File: src/rtl/stopwatch_pkg.sv
// Shared state encoding for the stopwatch control unit.
package stopwatch_pkg;

  typedef enum logic [1:0] {
    ST_STOP  = 2'd0,
    ST_RUN   = 2'd1,
    ST_CLEAR = 2'd2
  } state_e;

endpackage

File: src/rtl/stopwatch_cu_btn_debounce.sv
// One push-button channel: 2-flop synchronizer, optional sampled debouncer
// (STOPWATCH_CU_DEBOUNCE_EN) and a registered rising-edge press pulse.
module btn_debounce #(
  parameter int DB_DEPTH = 8
) (
  input  logic clk,
  input  logic rst,
  input  logic tick_i,
  input  logic btn_i,
  output logic press_o
);

  logic [1:0] sync_q;
  logic       level;
  logic       prev_q;
  logic       press_q;

  always_ff @(posedge clk or posedge rst) begin
    if (rst) sync_q <= '0;
    else     sync_q <= {sync_q[0], btn_i};
  end

`ifdef STOPWATCH_CU_DEBOUNCE_EN
  logic [DB_DEPTH-1:0] shreg_q;
  logic                level_q;
  logic                level_d;

  always_ff @(posedge clk or posedge rst) begin
    if (rst)         shreg_q <= '0;
    else if (tick_i) shreg_q <= {shreg_q[DB_DEPTH-2:0], sync_q[1]};
  end

  // Level only moves on a unanimous window; mixed windows keep the old level.
  always_comb begin
    level_d = level_q;
    if (&shreg_q)       level_d = 1'b1;
    else if (~|shreg_q) level_d = 1'b0;
  end

  always_ff @(posedge clk or posedge rst) begin
    if (rst) level_q <= 1'b0;
    else     level_q <= level_d;
  end

  assign level = level_q;
`else
  localparam int unused_depth = DB_DEPTH;
  logic unused_tick;
  assign unused_tick = tick_i;
  assign level       = sync_q[1];
`endif

  always_ff @(posedge clk or posedge rst) begin
    if (rst) begin
      prev_q  <= 1'b0;
      press_q <= 1'b0;
    end else begin
      prev_q  <= level;
      press_q <= level & ~prev_q;
    end
  end

  assign press_o = press_q;

endmodule

File: src/rtl/stopwatch_cu.sv
// Stopwatch control unit: two debounced buttons feeding a Moore STOP/RUN/CLEAR
// FSM. Define STOPWATCH_CU_DEBOUNCE_EN to enable sampled debouncing.
module stopwatch_cu
  import stopwatch_pkg::*;
#(
  parameter int CLK_HZ    = 100_000_000,
  parameter int SAMPLE_HZ = 1_000,
  parameter int DB_DEPTH  = 8
) (
  input  logic       clk,
  input  logic       rst,
  input  logic       btn_run_stop,
  input  logic       btn_clear,
  output logic       o_run,
  output logic       o_stop,
  output logic       o_clear,
  output logic [1:0] o_state
);

  logic tick;
  logic press_rs;
  logic press_clr;

`ifdef STOPWATCH_CU_DEBOUNCE_EN
  localparam int DIV   = CLK_HZ / SAMPLE_HZ;
  localparam int CNT_W = (DIV > 1) ? $clog2(DIV) : 1;

  logic [CNT_W-1:0] cnt_q;
  logic [CNT_W-1:0] cnt_d;

  assign tick  = (cnt_q == CNT_W'(DIV - 1));
  assign cnt_d = tick ? '0 : cnt_q + CNT_W'(1);

  always_ff @(posedge clk or posedge rst) begin
    if (rst) cnt_q <= '0;
    else     cnt_q <= cnt_d;
  end
`else
  localparam int unused_cfg = CLK_HZ + SAMPLE_HZ;
  assign tick = 1'b0;
`endif

  btn_debounce #(.DB_DEPTH(DB_DEPTH)) u_db_run_stop (
    .clk    (clk),
    .rst    (rst),
    .tick_i (tick),
    .btn_i  (btn_run_stop),
    .press_o(press_rs)
  );

  btn_debounce #(.DB_DEPTH(DB_DEPTH)) u_db_clear (
    .clk    (clk),
    .rst    (rst),
    .tick_i (tick),
    .btn_i  (btn_clear),
    .press_o(press_clr)
  );

  state_e state_q;
  state_e state_d;

  always_ff @(posedge clk or posedge rst) begin
    if (rst) state_q <= ST_STOP;
    else     state_q <= state_d;
  end

  // run_stop has priority over clear in STOP; pulses seen in CLEAR are dropped.
  always_comb begin
    state_d = state_q;
    case (state_q)
      ST_STOP: begin
        if (press_rs)       state_d = ST_RUN;
        else if (press_clr) state_d = ST_CLEAR;
      end
      ST_RUN: begin
        if (press_rs) state_d = ST_STOP;
      end
      ST_CLEAR: state_d = ST_STOP;
      default:  state_d = ST_STOP;
    endcase
  end

  always_comb begin
    o_run   = 1'b0;
    o_stop  = 1'b0;
    o_clear = 1'b0;
    case (state_q)
      ST_RUN:   o_run   = 1'b1;
      ST_CLEAR: o_clear = 1'b1;
      default:  o_stop  = 1'b1;
    endcase
  end

  assign o_state = state_q;

endmodule

File: config.mk
export PLATFORM = sky130hd
export DESIGN_NAME = stopwatch_cu
export DESIGN_NICKNAME = d
export VERILOG_FILES = /design/src/rtl/stopwatch_pkg.sv /design/src/rtl/stopwatch_cu_btn_debounce.sv /design/src/rtl/stopwatch_cu.sv
export SDC_FILE = /design/constraint.sdc
export NUM_CORES = 1
export LEC_CHECK = 0
export ABC_AREA = 0
export BUFFER_PORTS_ARGS = -buffer_cell sky130_fd_sc_hd__buf_2
export CORE_AREA = 4 4 41 43
export DETAILED_ROUTE_END_ITERATION = 8
export DIE_AREA = 0 0 45 47
export HOLD_SLACK_MARGIN = 0.03
export PLACE_DENSITY = 0.54
export SKIP_CTS_REPAIR_TIMING = 1
export SLEW_MARGIN = 20
export SYNTH_ARGS = -nofsm -noshare
export SYNTH_HDL_FRONTEND = slang
export SYNTH_HIERARCHICAL = 1
export SYNTH_SLANG_ARGS = --single-unit
File: constraint.sdc
create_clock -name clk -period 1.6 [get_ports clk]
set_input_delay 0.08 -clock clk [delete_from_list [all_inputs] [get_ports clk]]
set_output_delay 0.08 -clock clk [all_outputs]
set_load 0.02 [all_outputs]
Word-level counts from Yosys, hierarchy flattened:

Index checks and enable logic that the tools add are counted.

* register bits after elaboration: 10
* word-level logic and storage cells: 25
* input port bits: 4
* output and inout bits: 5

* mux-type cells: 7
* equality and inequality tests: 4
* bitwise logic cells: 4
* reductions and logical operators: 3

Operators with widths (count)
* 2-bit 2-to-1 mux: 3
* 2-bit one-hot mux with 2 select lines: 1
* 1-bit 2-to-1 mux: 3
* 3-bit by 1-bit != test with 1-bit output, second input constant: 1
* 1-bit AND: 2
* 2-bit by 1-bit equality test with 1-bit output, second input constant: 1
* 2-bit equality test, second input constant: 1
* 2-bit zero test: 1
* 2-bit by 1-bit != test with 1-bit output, second input constant: 1
* 1-bit inverter: 2
* 2-bit AND reduction: 1
* 2-bit OR reduction: 1

Longest topological paths before layout:

* word-level depth: 3
* mapped depth: 5
* depth with buffers taken out: 5

Modules after synthesis:

Netlist, hierarchy kept.

Modules (own cells, without submodules)
* btn_debounce: area each 117.6 sq um, seq. area each 100.1 sq um, instances 2, cells an instance 6
* stopwatch_cu: area each 146.4 sq um, seq. area each 50.0 sq um, instances 1, cells an instance 16

Least setup slack after synthesis:

Ideal clock, no wire load.

* path kind: flip-flop to flip-flop
* start point: register state_q[1], in the netlist o_state[1]
* end point: register state_q[0], in the netlist o_state[0]
* clock period less this slack: 1283 ps
* cell stages (with the launch flop): 6
* library setup time: 121 ps
* buffers on the path: 0
* data required time: 1479 ps
* data arrival time: 1162 ps
* path slack: 317 ps
* cell sequence: dfrtp_1 inv_1 ha_1 inv_2 o22ai_1 a22o_1

* word-level cells in the longest chain between the ends: 3
* elaborated cells on any way between the ends: 6
* classes of those cells: eq/ne (3); mux (1); reduce/logical (2)

Ends and longest elaborated chain
* start, declared: line stopwatch_cu.sv:59 `state_e state_q;`
* start signal, assigned: line stopwatch_cu.sv:64 `else state_q <= state_d;`
* 2-bit by 1-bit equality test with 1-bit output / 2-bit zero test (equally long branches): line stopwatch_cu.sv:70 `case (state_q)`
* 2-bit by 1-bit != test with 1-bit output (no line) / 3-bit by 1-bit != test with 1-bit output (equally long branches)
* 2-bit AND reduction (no line)

Several ways; a longest one is shown, not always the timed one.
A chain may end at the register's enable or synchronous reset.

Worst setup path in the final report:

* start point: register state_q[0], in the netlist o_state[0]
* end point: output port o_stop

* word-level cells in the longest chain between the ends: 3
* elaborated cells on any way between the ends: 4
* classes of those cells: eq/ne (2); mux (1); reduce/logical (1)

Ends and longest elaborated chain
* 2-bit by 1-bit equality test with 1-bit output / 2-bit equality test (equally long branches): line stopwatch_cu.sv:87 `case (state_q)`
* 2-bit OR reduction (no line) (*)
* 1-bit 2-to-1 mux (*): line stopwatch_cu.sv:87
* end, declared: line stopwatch_cu.sv:15 `output logic o_stop,`

Every way passes the cells marked *; elsewhere a longest branch is shown, timed or not.

==> flow_metrics.env <==
export IMPL_outcome="completed"
export IMPL_dpl_hpwl_um=423
export IMPL_maxCapViolations=0
export IMPL_seqCellArea_sq_um=250
export IMPL_antenna_found_initial=0
export IMPL_rows=13
export IMPL_antenna_cells=0
export IMPL_fin_area_sq_um=503
export IMPL_wl_per_cell_um=9.37
export IMPL_drt_total_wl_um=534
export IMPL_clock_power_share_pct=25.9
export IMPL_period_minus_slack_ns=1.31
export IMPL_dr_wl_met2_um=234
export IMPL_clk_latency_ns=0.25
export IMPL_gp_congestion=0.678
export IMPL_io_pins=9
export IMPL_max_freq_ghz=0.766
export IMPL_routed_via_density=4.00
export IMPL_area_delta_synth_final_pct=33.1
export IMPL_syn_area_per_cell_sq_um=14.0
export IMPL_first_pass_iters=1
export IMPL_fin_crit_sh_pct=81.6
export IMPL_worst_slew_pin_transition_ns=0.154
export IMPL_die_area_sq_um=2120
export IMPL_ir_worst_vdd_mv=0.729
export IMPL_track_usage_pct=6.96
export IMPL_drtIter0Drc=0
export IMPL_grt_pass1_vias=257
export IMPL_ant_nets=0
export IMPL_drt_met1_wl_um=240
export IMPL_overflow=0
export IMPL_final_hold_viol_count=0
export IMPL_power_internal_w=0.000537
export IMPL_core_area_sq_um=1300
export IMPL_power_frac_comb_pct=36.7
export IMPL_place_area_sq_um=437
export IMPL_vias=228
export IMPL_layout_drive_gt1_share_pct=38.1
export IMPL_path_class="flip-flop to primary output"
export IMPL_power_switching_w=0.000301
export IMPL_maxUsedRoutingLayer="met4"
export IMPL_place_port_buffers=8
export IMPL_start_util_pct=29.0
export IMPL_setup_viol=0
export IMPL_seqPwrFrac_pct=37.4
export IMPL_grt_pass1_wl_um=986
export IMPL_htree_levels=1
export IMPL_cp_start_kind="flip-flop"
export IMPL_tritoncts="done"
export IMPL_grt_max_degree=7
export IMPL_slew_headroom_pct=89.7
export IMPL_syn_area_sq_um=378
export IMPL_setup_tns_ns=0
export IMPL_die_y_um=47
export IMPL_yosys_warnings=6
export IMPL_cp_data_arrival_time_ns=1.23
export IMPL_route_met3_wl_um=51
export IMPL_fp_dieW_um=45
export IMPL_p_sw_share_pct=35.9
export IMPL_clock_sinks=10
export IMPL_cp_required_ns=1.52
export IMPL_crit_fanout=4
export IMPL_clk_pin_slew_worst_paths_ns=0.07
export IMPL_multi_input_area_sq_um=97.6
export IMPL_rsz0062_at_grt="false"
export IMPL_syn_nets=34
export IMPL_power_density_nw_per_um2=1670
export IMPL_drv_slew=0
export IMPL_drcViolationCount=0
export IMPL_hp_class="primary input to asynchronous set/reset pin"
export IMPL_fin_skew_ns=0.00558
export IMPL_fin_nets=50
export IMPL_num_fill_cells=128
export IMPL_end_kind="primary output"
export IMPL_clock_path_buffers=2
export IMPL_root_buffer="clkbuf_4"
export IMPL_synthCells=27
export IMPL_leakagePower_nw=0.268
export IMPL_cts_made_buffers=3
export IMPL_rr_worst_depth=5
## final cells by class
class                      count  area share (%)
tap                           15            3.73
timing repair buffer          11            13.9
clock buffer                   4            7.21
sequential                    10            49.8
inverter                       8            5.97
multi-input combinational      9            19.4
## stage by stage
stage	setup WS [ns]	std cells	hold slack (ns)	power, W	util [%]
2_1_floorplan	0.317	27	-0.179	0.000536	-
3_3_place_gp	0.539	50	-0.0449	0.000605	33.6
3_5_place_dp	0.459	50	-0.0450	0.000626	33.6
4_1_cts	0.271	54	-0.326	0.000848	36.3
5_1_grt	0.192	57	0.243	0.000907	38.7
6_report	0.294	57	0.232	0.000838	38.7
## critical path: stages, from the launching register on
cell and delay [ns]:
dfrtp_1 0.39, inv_1 0.09, ha_1 0.29, inv_1 0.06, buf_2 0.15
## power groups by stage
stage | combinational [W] | sequential, W | clock [W]
after floorplan | 0.000194 | 0.000341 | 0
final | 0.000308 | 0.000314 | 0.000217
after global routing | 0.000338 | 0.000319 | 0.000249
after CTS | 0.000308 | 0.000314 | 0.000226
after global placement | 0.000291 | 0.000314 | 0
after detailed placement | 0.000307 | 0.000319 | 0
## metal layers
layer | global-route usage, % | up-vias
li1 | - | 113
met5 | 0 | -
met4 | 5.26 | 0
met1 | 7.55 | 105
met2 | 10.5 | 8
met3 | 3.45 | 2
## flip-flops by register name, indices dropped and copies added (netlist names)
| signal | count |
|---|---|
| u_db_clear/sync_q | 2 |
| u_db_clear/prev_q | 1 |
| o_state | 2 |
| u_db_run_stop/sync_q | 2 |
| u_db_run_stop/prev_q | 1 |
| u_db_clear/press_o | 1 |
| u_db_run_stop/press_o | 1 |
## worst paths after layout
check,from,to,slack (ns)
max reg2reg,o_state[0]$_DFFE_PP0P_,o_state[0]$_DFFE_PP0P_,0.45
max in group asynchronous,rst,u_db_run_stop/sync_q[0]$_DFF_PP0_,1.19
min reg2reg,u_db_run_stop/sync_q[0]$_DFF_PP0_,u_db_run_stop/sync_q[1]$_DFF_PP0_,0.35
min in group clk,u_db_run_stop/sync_q[0]$_DFF_PP0_,u_db_run_stop/sync_q[1]$_DFF_PP0_,0.35
min,rst,o_state[0]$_DFFE_PP0P_,0.23
max,o_state[0]$_DFFE_PP0P_,o_stop,0.29
## cells in the final DEF (no fill, tap or decap)
cell / count
clkbuf_8: 1
nor2b_4: 2
a211oi_2: 1
dfrtp_1: 10
a21oi_1: 1
inv_2: 1
o22ai_1: 1
dlygate4sd3_1: 3
ha_1: 3
inv_1: 7
clkbuf_4: 3
buf_2: 8
a22o_1: 1
Power figures use the tool's default switching activity.
